<file path="src/rtl/inst_fetch_queue_pkg.sv">
// inst_fetch_queue_pkg: shared fetch FSM state encodings for the instruction-fetch front end.
package inst_fetch_queue_pkg;
  typedef logic [1:0] fetch_state_t;
  localparam fetch_state_t S_IDLE    = 2'd0;
  localparam fetch_state_t S_WAIT    = 2'd1;
  localparam fetch_state_t S_DISCARD = 2'd2;
  localparam fetch_state_t S_HALT    = 2'd3;
endpackage

</file>
<file path="src/rtl/inst_fetch_queue_fetch_fifo.sv">
// fetch_fifo: DEPTH-entry circular buffer of {pc,inst} words with push, pop, sync flush and occupancy count.
module fetch_fifo #(
  parameter int W = 32,
  parameter int DEPTH = 4,
  localparam int AW = $clog2(DEPTH)
) (
  input  logic          clk,
  input  logic          rst,
  input  logic          push,
  input  logic          pop,
  input  logic          flush,
  input  logic [W-1:0]  wdata,
  output logic [W-1:0]  rdata,
  output logic [AW:0]   count
);
  logic [W-1:0]  mem [DEPTH];
  logic [AW-1:0] wr_ptr, rd_ptr;
  always_ff @(posedge clk or posedge rst) begin
    if (rst) begin
      wr_ptr <= '0;
      rd_ptr <= '0;
      count  <= '0;
    end else if (flush) begin
      wr_ptr <= '0;
      rd_ptr <= '0;
      count  <= '0;
    end else begin
      if (push) wr_ptr <= wr_ptr + 1'b1;
      if (pop) rd_ptr <= rd_ptr + 1'b1;
      count <= count + (AW+1)'(push) - (AW+1)'(pop);
    end
  end
  always_ff @(posedge clk) begin
    if (push && !flush) mem[wr_ptr] <= wdata;
  end
  assign rdata = mem[rd_ptr];
endmodule

</file>
<file path="src/rtl/inst_fetch_queue.sv">
// inst_fetch_queue: variable-latency instruction fetch FSM feeding a {pc,inst} queue to decode.
// Defining FETCH_PERF_CNT_EN adds a saturating flush_count output.
module inst_fetch_queue import inst_fetch_queue_pkg::*; #(
  parameter int WORD_SIZE = 16,
  parameter int DEPTH = 4,
  parameter logic [WORD_SIZE-1:0] RESET_PC = '0
) (
  input  logic                 Clk,
  input  logic                 Reset,
  output logic                 i_readM,
  output logic [WORD_SIZE-1:0] i_address,
  input  logic [WORD_SIZE-1:0] i_data,
  input  logic                 i_ready,
  input  logic                 redirect,
  input  logic [WORD_SIZE-1:0] redirect_pc,
  input  logic                 halt,
  output logic                 inst_valid,
  output logic [WORD_SIZE-1:0] inst,
  output logic [WORD_SIZE-1:0] inst_pc,
  input  logic                 inst_ready,
  output logic [WORD_SIZE-1:0] fetch_count,
`ifdef FETCH_PERF_CNT_EN
  output logic [WORD_SIZE-1:0] flush_count,
`endif
  output logic                 is_halted
);
  localparam int AW = $clog2(DEPTH);
  localparam logic [AW:0] FULL = (AW+1)'(DEPTH);
  fetch_state_t state, state_n;
  logic [WORD_SIZE-1:0] fetch_pc, disc_addr;
  logic [2*WORD_SIZE-1:0] head;
  logic [AW:0] count, count_n;
  logic halt_q, hlt, redir, issue, push, pop;
  assign hlt = halt || halt_q;
  assign redir = redirect && state != S_HALT;
  // No issue on a redirect cycle so a request never targets the stale stream
  assign issue = state == S_IDLE && !hlt && !redirect && count < FULL;
  assign push = state == S_WAIT && i_ready && !redirect;
  assign pop = inst_valid && inst_ready && !redir;
  assign count_n = count + (AW+1)'(push) - (AW+1)'(pop);
  assign i_readM = !Reset && (issue || state == S_WAIT || state == S_DISCARD);
  assign i_address = state == S_DISCARD ? disc_addr : fetch_pc;
  assign inst_valid = count != '0;
  assign inst_pc = inst_valid ? head[2*WORD_SIZE-1:WORD_SIZE] : '0;
  assign inst = inst_valid ? head[WORD_SIZE-1:0] : '0;
  assign is_halted = state == S_HALT;
  fetch_fifo #(.W(2*WORD_SIZE), .DEPTH(DEPTH)) u_fifo (
    .clk(Clk),
    .rst(Reset),
    .push(push),
    .pop(pop),
    .flush(redir),
    .wdata({fetch_pc, i_data}),
    .rdata(head),
    .count(count)
  );
  always_comb begin
    state_n = state;
    if (state == S_IDLE) state_n = hlt ? S_HALT : issue ? S_WAIT : S_IDLE;
    else if (state == S_WAIT) state_n = redirect ? (i_ready ? S_IDLE : S_DISCARD) :
                                        !i_ready ? S_WAIT : hlt ? S_HALT :
                                        count_n < FULL ? S_WAIT : S_IDLE;
    else if (state == S_DISCARD) state_n = i_ready ? S_IDLE : S_DISCARD;
  end
  always_ff @(posedge Clk or posedge Reset) begin
    if (Reset) begin
      state       <= S_IDLE;
      fetch_pc    <= RESET_PC;
      disc_addr   <= '0;
      halt_q      <= 1'b0;
      fetch_count <= '0;
    end else begin
      state  <= state_n;
      halt_q <= hlt;
      if (redir) fetch_pc <= redirect_pc;
      else if (push) fetch_pc <= fetch_pc + 1'b1;
      // The abandoned request keeps its address on the bus until memory answers
      if (state == S_WAIT && redirect && !i_ready) disc_addr <= fetch_pc;
      if (pop) fetch_count <= fetch_count + 1'b1;
    end
  end
`ifdef FETCH_PERF_CNT_EN
  logic dropped;
  logic [WORD_SIZE:0] fc_sum;
  assign dropped = i_ready && (state == S_DISCARD || (state == S_WAIT && redirect));
  assign fc_sum = {1'b0, flush_count} + (redir ? (WORD_SIZE+1)'(count) : '0) + (WORD_SIZE+1)'(dropped);
  always_ff @(posedge Clk or posedge Reset) begin
    if (Reset) flush_count <= '0;
    else flush_count <= fc_sum[WORD_SIZE] ? '1 : fc_sum[WORD_SIZE-1:0];
  end
`endif
endmodule

</file>
<file path="config.mk">
export PLATFORM = sky130hd
export DESIGN_NAME = inst_fetch_queue
export DESIGN_NICKNAME = d
export VERILOG_FILES = /design/src/rtl/inst_fetch_queue_pkg.sv /design/src/rtl/inst_fetch_queue_fetch_fifo.sv /design/src/rtl/inst_fetch_queue.sv
export SDC_FILE = /design/constraint.sdc
export NUM_CORES = 1
export LEC_CHECK = 0
export BUFFER_PORTS_ARGS = -buffer_cell sky130_fd_sc_hd__buf_2
export CORE_UTILIZATION = 62
export DETAILED_ROUTE_END_ITERATION = 8
export HOLD_SLACK_MARGIN = 0.03
export PLACE_DENSITY_LB_ADDON = 0.15
export SETUP_SLACK_MARGIN = 0.1
export SYNTH_ARGS = -nofsm -noshare
export SYNTH_HDL_FRONTEND = slang
export SYNTH_SLANG_ARGS = --single-unit
</file>
<file path="constraint.sdc">
create_clock -name Clk -period 6.2 [get_ports Clk]
set_input_delay 0.93 -clock Clk [delete_from_list [all_inputs] [get_ports Clk]]
set_output_delay 0.93 -clock Clk [all_outputs]
set_load 0.02 [all_outputs]
</file>
==> metrics, run 1 <==
synthesized area per cell 16.23 sq um; area grow syn2layout 15.32%; WP data required 6500 ps; Post-Route WL 14.11 mm; routability cong. 0.7642; estimated wirelength of the detail-placed design 8.665 mm; Die Area 0.01305 sq mm; critical path cell sequence buf_2, a21boi_2, nor2_1, ha_1, inv_1, ha_1, inv_1, fa_1, xor2_1, xnor2_1, o311ai_0, nand2_1; Synth cell types 37; Max clock buf depth 2; unrepaired setup endpoints after global routing false; slowest CP cell a21boi_2; number of global-route vias before repair 4,322; Max VDD drop 270.3 uV; total negative slack 0 ps; vias 4,384; most common cell after layout, fill and taps aside edfxtp_1; Critical Path End Type flop; GR Layer Usage met1 31.47%; critical path type in2reg; Pwr Total 0.004254 W; Clock Latency Late Sink 420 ps; clock slew at reported path FFs 60 ps; drt pass-1 iters 5; drt wl/cell 18.37 microns; most frequent cells in the layout 128 x edfxtp_1, 104 x buf_2, 57 x dfrtp_1; Slew Viols, Final 0; #FFs+latches synth 186; pin count of the biggest net entering global routing 59; clock sinks 186; YS warnings 0; status complete, no violations; CTS Buf Count 17; global-route wire length before repair 22.27 mm; Lkg Pwr 3.361 nW; Final Core Density 74.04%; H-tree levels 4; top cells by area, synth edfxtp_1 49%, dfrtp_1 19%, mux4_2 9.2%; CTS tree yes; Synth top area share 49.22%; crit path launch type input port; row count 40; Power Density 472.5 mW/mm^2; clock skew 11.39 ps; worst path arrival time 3800 ps; Synth area leader edfxtp_1; antenna-violating nets left 0; GRT busiest layer met2; post_cts resized 0; Seq/Total Area, Yosys 67.81%; GR Util met2 38.06%; Post-CTS Hold Fix Bufs 0; Setup-failing EPs final 0; Initial Util 64.21%; Cells after DPL 736; Port Buffers 104; minimum clock period 3503 ps; worst-path fanout max 26; Worst-Margin Slew 1049 ps; fmax 0.2855 GHz; Clock Tree Root clkbuf_16; maximum capacitance violations 0; mapped cell area 0.007809 sq mm; Die X 114.2 microns; Diodes inserted 0; syn_nets 528; fin cells 768; fin crit share 56.50%; share of layout cells above drive strength 1 34.67%; Post-CTS Setup Bufs 0; final hold violations 0; vias per inst 5.708; initial antenna violation count 0; Hold Crit Class reg2reg; final net count 634; GRT met3 Usage 5.876%; CP peak stage delay 820 ps; Core Box Area 0.01216 sq mm; Total GRT Usage 23.27%; Die Y-Extent 114.2 microns; relative slew slack 29.66%; drc violations 0; global route total overflow 0; Ports 105; Syn Inst Count 481; initial DRC count 277
where the power goes:
group	switching (W)	total (W)	leakage, nW	internal (W)
Sequential	0.000259	0.00182	1.87	0.00156
Combinational	0.000817	0.00148	1.25	0.000662
Clock	0.000416	0.000957	0.246	0.000541
Total	0.00149	0.00425	3.36	0.00276
Yosys cell counts:
cell type / instances
clkbuf_1: 16
nand2b_1: 2
nor3_1: 4
buf_2: 6
nand4_1: 12
o31ai_1: 5
and2_1: 38
inv_1: 10
edfxtp_1: 128
a31oi_1: 7
dfrtp_1: 58
or2_0: 1
o21ai_1: 2
or3_1: 4
nor4_1: 2
fa_1: 1
a211oi_1: 1
mux2_2: 33
nand4bb_4: 1
or4_1: 4
nor4b_2: 1
buf_6: 2
xnor2_1: 17
inv_2: 1
xor2_1: 11
o311ai_0: 2
nand3_1: 12
and3_1: 3
o21ai_0: 12
nand2_1: 25
nor2_1: 15
and4_1: 1
o32ai_1: 1
a21boi_1: 1
a21oi_1: 2
mux4_2: 32
ha_1: 8
registers in the layout (all words and copies together), names as in the netlist:
name,cells
disc_addr,16
fetch_count,16
fetch_pc,16
halt_q,1
state,2
u_fifo.count,3
u_fifo.mem,128
u_fifo.rd_ptr,2
u_fifo.wr_ptr,2
cell type report:
| class | instances | area [sq um] |
|---|---|---|
| flip-flops and latches | 186 | 5296 |
| fillers | 767 | 3157 |
| multi-input cells | 260 | 2365 |
| repair buffers | 111 | 573.1 |
| clock buffers | 20 | 436.7 |
| well taps | 168 | 210.2 |
| clock inverters | 12 | 82.58 |
| inverters | 11 | 41.29 |
critical path: cells and delay by family:
kind | cells | cell delay (ps)
and+or+nand+nor | 2 | 350
adders and majority gates | 3 | 850
xor gates and xnor gates | 2 | 310
AOI/OAI and AO/OA | 2 | 1100
buffers and inverters | 3 | 240
metrics by stage:
step           hold WS, ps  instance area [sq um]  setup WS, ps
6_report             483.9                   9005          2697
5_1_grt              502.3                   9005          2449
4_1_cts              489.6                   9005          2678
3_5_place_dp         471.2                   8486          2237
3_3_place_gp         469.5                   8486          2397
2_1_floorplan        455.8                   7809          3138
path summary, 6_finish.rpt:
kind | from | to | slack, ps | cells past startpoint
setup / recovery | redirect | state[0] | 2700 | 12
hold / removal | fetch_count[15] | fetch_count[15] | 480 | 1
setup reg to reg | state[0] | state[0] | 2810 | 11
hold reg to reg | fetch_count[15] | fetch_count[15] | 480 | 1
max in group asynchronous | Reset | u_fifo.rd_ptr[0] | 4950 | 3
min in group asynchronous | Reset | state[1] | 720 | 3
metal layers:
layer | up-vias | part of all wire, %
met5 | - | 0
met4 | 0 | 0.96
met3 | 16 | 5.3
met2 | 136 | 50
met1 | 2199 | 44
li1 | 2033 | -
logic make-up (layout without fill, tap and decap cells):
kind of cell | after synthesis | in the layout | share of synthesized area, %
multiplexers | 65 | 65 | 13.99
buffers and inverters | 35 | 154 | 1.971
AND/OR/NAND/NOR | 125 | 125 | 8.957
AO/OA/AOI/OAI | 33 | 33 | 2.596
adder cells (fa/ha/maj) | 9 | 9 | 1.538
flip-flops | 186 | 186 | 67.81
XOR/XNOR | 28 | 28 | 3.140
Power figures use the tool's default switching activity.
==> inputs of run 2 (changes only) <==
--- a/config.mk
+++ b/config.mk
@@ -6,7 +6,7 @@
 export NUM_CORES = 1
 export LEC_CHECK = 0
 export BUFFER_PORTS_ARGS = -buffer_cell sky130_fd_sc_hd__buf_2
-export CORE_UTILIZATION = 62
+export CORE_UTILIZATION = 52
 export DETAILED_ROUTE_END_ITERATION = 8
 export HOLD_SLACK_MARGIN = 0.03
 export PLACE_DENSITY_LB_ADDON = 0.15
==> constraint.sdc (replaced) <==
create_clock -name Clk -period 3.2 [get_ports Clk]
set_input_delay 0.48 -clock Clk [delete_from_list [all_inputs] [get_ports Clk]]
set_output_delay 0.48 -clock Clk [all_outputs]
set_load 0.02 [all_outputs]
==> run 2 against run 1 <==
Count of clock-buffer cells in the layout fell by 2. Register-to-register slack got worse by 2300 ps. Largest cell class unchanged. Critical endpoint is now inst[14]. Flip-flop and latch count unchanged. Highest routed layer unchanged. Critical path type is now reg2out. First-iteration DRC count up 12%.
==> metrics, run 2 (synthesis results as in run 1) <==
crit path launch type flop (was input port); CTS Buf Count 17 (unchanged); filler instances 1,086 (was 767); minimum clock period 2780 ps; fin crit share 86.86%; final hold violations 0 (unchanged); Die Y-Extent 124.5 microns (was 114.2 microns); Setup-failing EPs final 0 (unchanged); routability cong. 0.8021 (was 0.7642); pre-CTS WS 280.8 ps (was 2237 ps); drt pass-1 iters 4 (was 5); total negative slack 0 ps (unchanged); H-tree levels 4 (unchanged); final net count 639 (was 634); CP delay by family, top flip-flops (was compound AO/OA/AOI/OAI gates); Ports 105 (unchanged); Diodes inserted 0 (unchanged); Die X 124.5 microns (was 114.2 microns); most common cell after layout, fill and taps aside edfxtp_1 (unchanged); fin worst setup slack 420.4 ps (was 2697 ps); slowest CP cell dfrtp_2 (was a21boi_2); Hold Crit Class in2async (was reg2reg); status complete, no violations (unchanged); Reg with most FFs u_fifo.mem (unchanged); number of global-route vias before repair 4,504 (was 4,322); initial DRC count 309 (was 277); area grow syn2layout 17.80% (was 15.32%); CP Buf/Inv Count 2 (was 3); global-route wire length before repair 23.98 mm (was 22.27 mm); share of layout cells above drive strength 1 36.20% (was 34.67%); max FFs per register 128 (unchanged); Final Core Density 63.05% (was 74.04%); fmax 0.3598 GHz; CP peak stage delay 670 ps (was 820 ps); Max VDD drop 494.5 uV (was 270.3 uV); pin count of the biggest net entering global routing 35 (was 59); Max clock buf depth 2 (unchanged); vias per inst 5.654 (was 5.708); worst-path fanout max 14 (was 26); maximum capacitance violations 0 (unchanged); Core Box Area 0.01459 sq mm (was 0.01216 sq mm); Post-Route WL 14.72 mm (was 14.11 mm); drt wl/cell 18.66 microns (was 18.37 microns); Total GRT Usage 20.11% (was 23.27%); row count 44 (was 40); Power Density 925.7 mW/mm^2 (was 472.5 mW/mm^2); CTS tree yes (unchanged); vias 4,461 (was 4,384); global route total overflow 0 (unchanged); most frequent cells in the layout 128 x edfxtp_1, 104 x buf_2, 57 x dfrtp_1 (unchanged); Critical Path End Type output port (was flop); Slew Viols, Final 0 (unchanged); Initial Util 53.52% (was 64.21%); clock slew at reported path FFs 60 ps (about the same); initial antenna violation count 0 (unchanged); antenna-violating nets left 0 (unchanged); Die Area 0.01551 sq mm (was 0.01305 sq mm); estimated wirelength of the detail-placed design 9.379 mm (was 8.665 mm); Lkg Pwr 3.431 nW (was 3.361 nW); Worst-Margin Slew 1090 ps (was 1049 ps); relative slew slack 27.32% (was 29.66%); drc violations 0 (unchanged); unrepaired setup endpoints after global routing false (unchanged); clock skew 6.958 ps (was 11.39 ps); critical path type reg2out (was in2reg); Clock Tree Root clkbuf_16 (unchanged); Post-CTS Hold Fix Bufs 0 (unchanged); WP data required 2720 ps (was 6500 ps); Clock Latency Late Sink 430 ps (was 420 ps); Port Buffers 104 (unchanged); worst path arrival time 2300 ps (was 3800 ps); critical path cell sequence buf_4, mux4_2, and2_1, buf_2 (was buf_2, a21boi_2, nor2_1, ha_1, inv_1, ha_1, inv_1, fa_1, xor2_1, xnor2_1, o311ai_0, nand2_1); clock sinks 186 (unchanged)
run 2: power breakdown:
part | leakage (nW) | total (W) | internal [W] | switching, W
sequential | 1.87 | 0.00354 | 0.00302 | 0.000521
clock | 0.272 | 0.00208 | 0.00121 | 0.000865
combinational | 1.29 | 0.00290 | 0.00132 | 0.00158
run 2: what timing repair did:
item                                    in CTS  in global routing
gates resized for setup                      0                  1
endpoints found under the setup margin       0                  1
setup buffers                                0                  0
endpoints found under the hold margin        0                  0
run 2: routing by layer:
| metal | vias to the layer above | track usage, % | share of wire (%) |
|---|---|---|---|
| met4 | 0 | 6.166 | 1.2 |
| li1 | 2043 | - | - |
| met1 | 2248 | 28.62 | 46 |
| met3 | 18 | 4.811 | 5.4 |
| met2 | 152 | 30.91 | 48 |
| met5 | - | 0 | 0 |
run 2: worst reg2reg max path, cell delays in order, from the launching register on:
cell and delay, ps:
dfrtp_1 430, o31ai_2 390, nor2_1 170, ha_1 300
inv_1 60, ha_1 130, inv_1 50, fa_1 370
xor2_1 160, xnor2_1 150, o311ai_0 300, nand2_1 100
run 2: final timing paths:
path,startpoint,to,slack (ps),depth (start not counted)
worst max-delay path,u_fifo.rd_ptr[0],inst[14],420,4
worst min-delay path,Reset,halt_q,100,2
worst max register to register,u_fifo.count[2],state[0],480,11
worst min register to register,fetch_count[15],fetch_count[15],480,1
max in group asynchronous,Reset,disc_addr[8],2390,3
min in group Clk,redirect_pc[3],fetch_pc[3],250,3
run 2: stage by stage:
step           power (W)  cell area, sq um  instances  hold WS, ps
6_report        0.008515              9199        789        100.7
4_1_cts         0.008594              9194        789        101.4
5_1_grt         0.008963              9199        789        137.9
2_1_floorplan   0.005575              7809        481        455.8
3_3_place_gp    0.006429              8610        757        454.7
3_5_place_dp    0.006517              8610        757        464.3
run 2: final cells by class:
cell class | instances | area [sq um] | area share [%]
tap | 184 | 230.2 | 2.503
clock buffer | 18 | 429.2 | 4.665
multi-input combinational | 260 | 2374 | 25.80
clock inverter | 14 | 155.1 | 1.687
inverter | 11 | 41.29 | 0.4489
timing repair buffer | 116 | 673.1 | 7.318
sequential | 186 | 5296 | 57.58
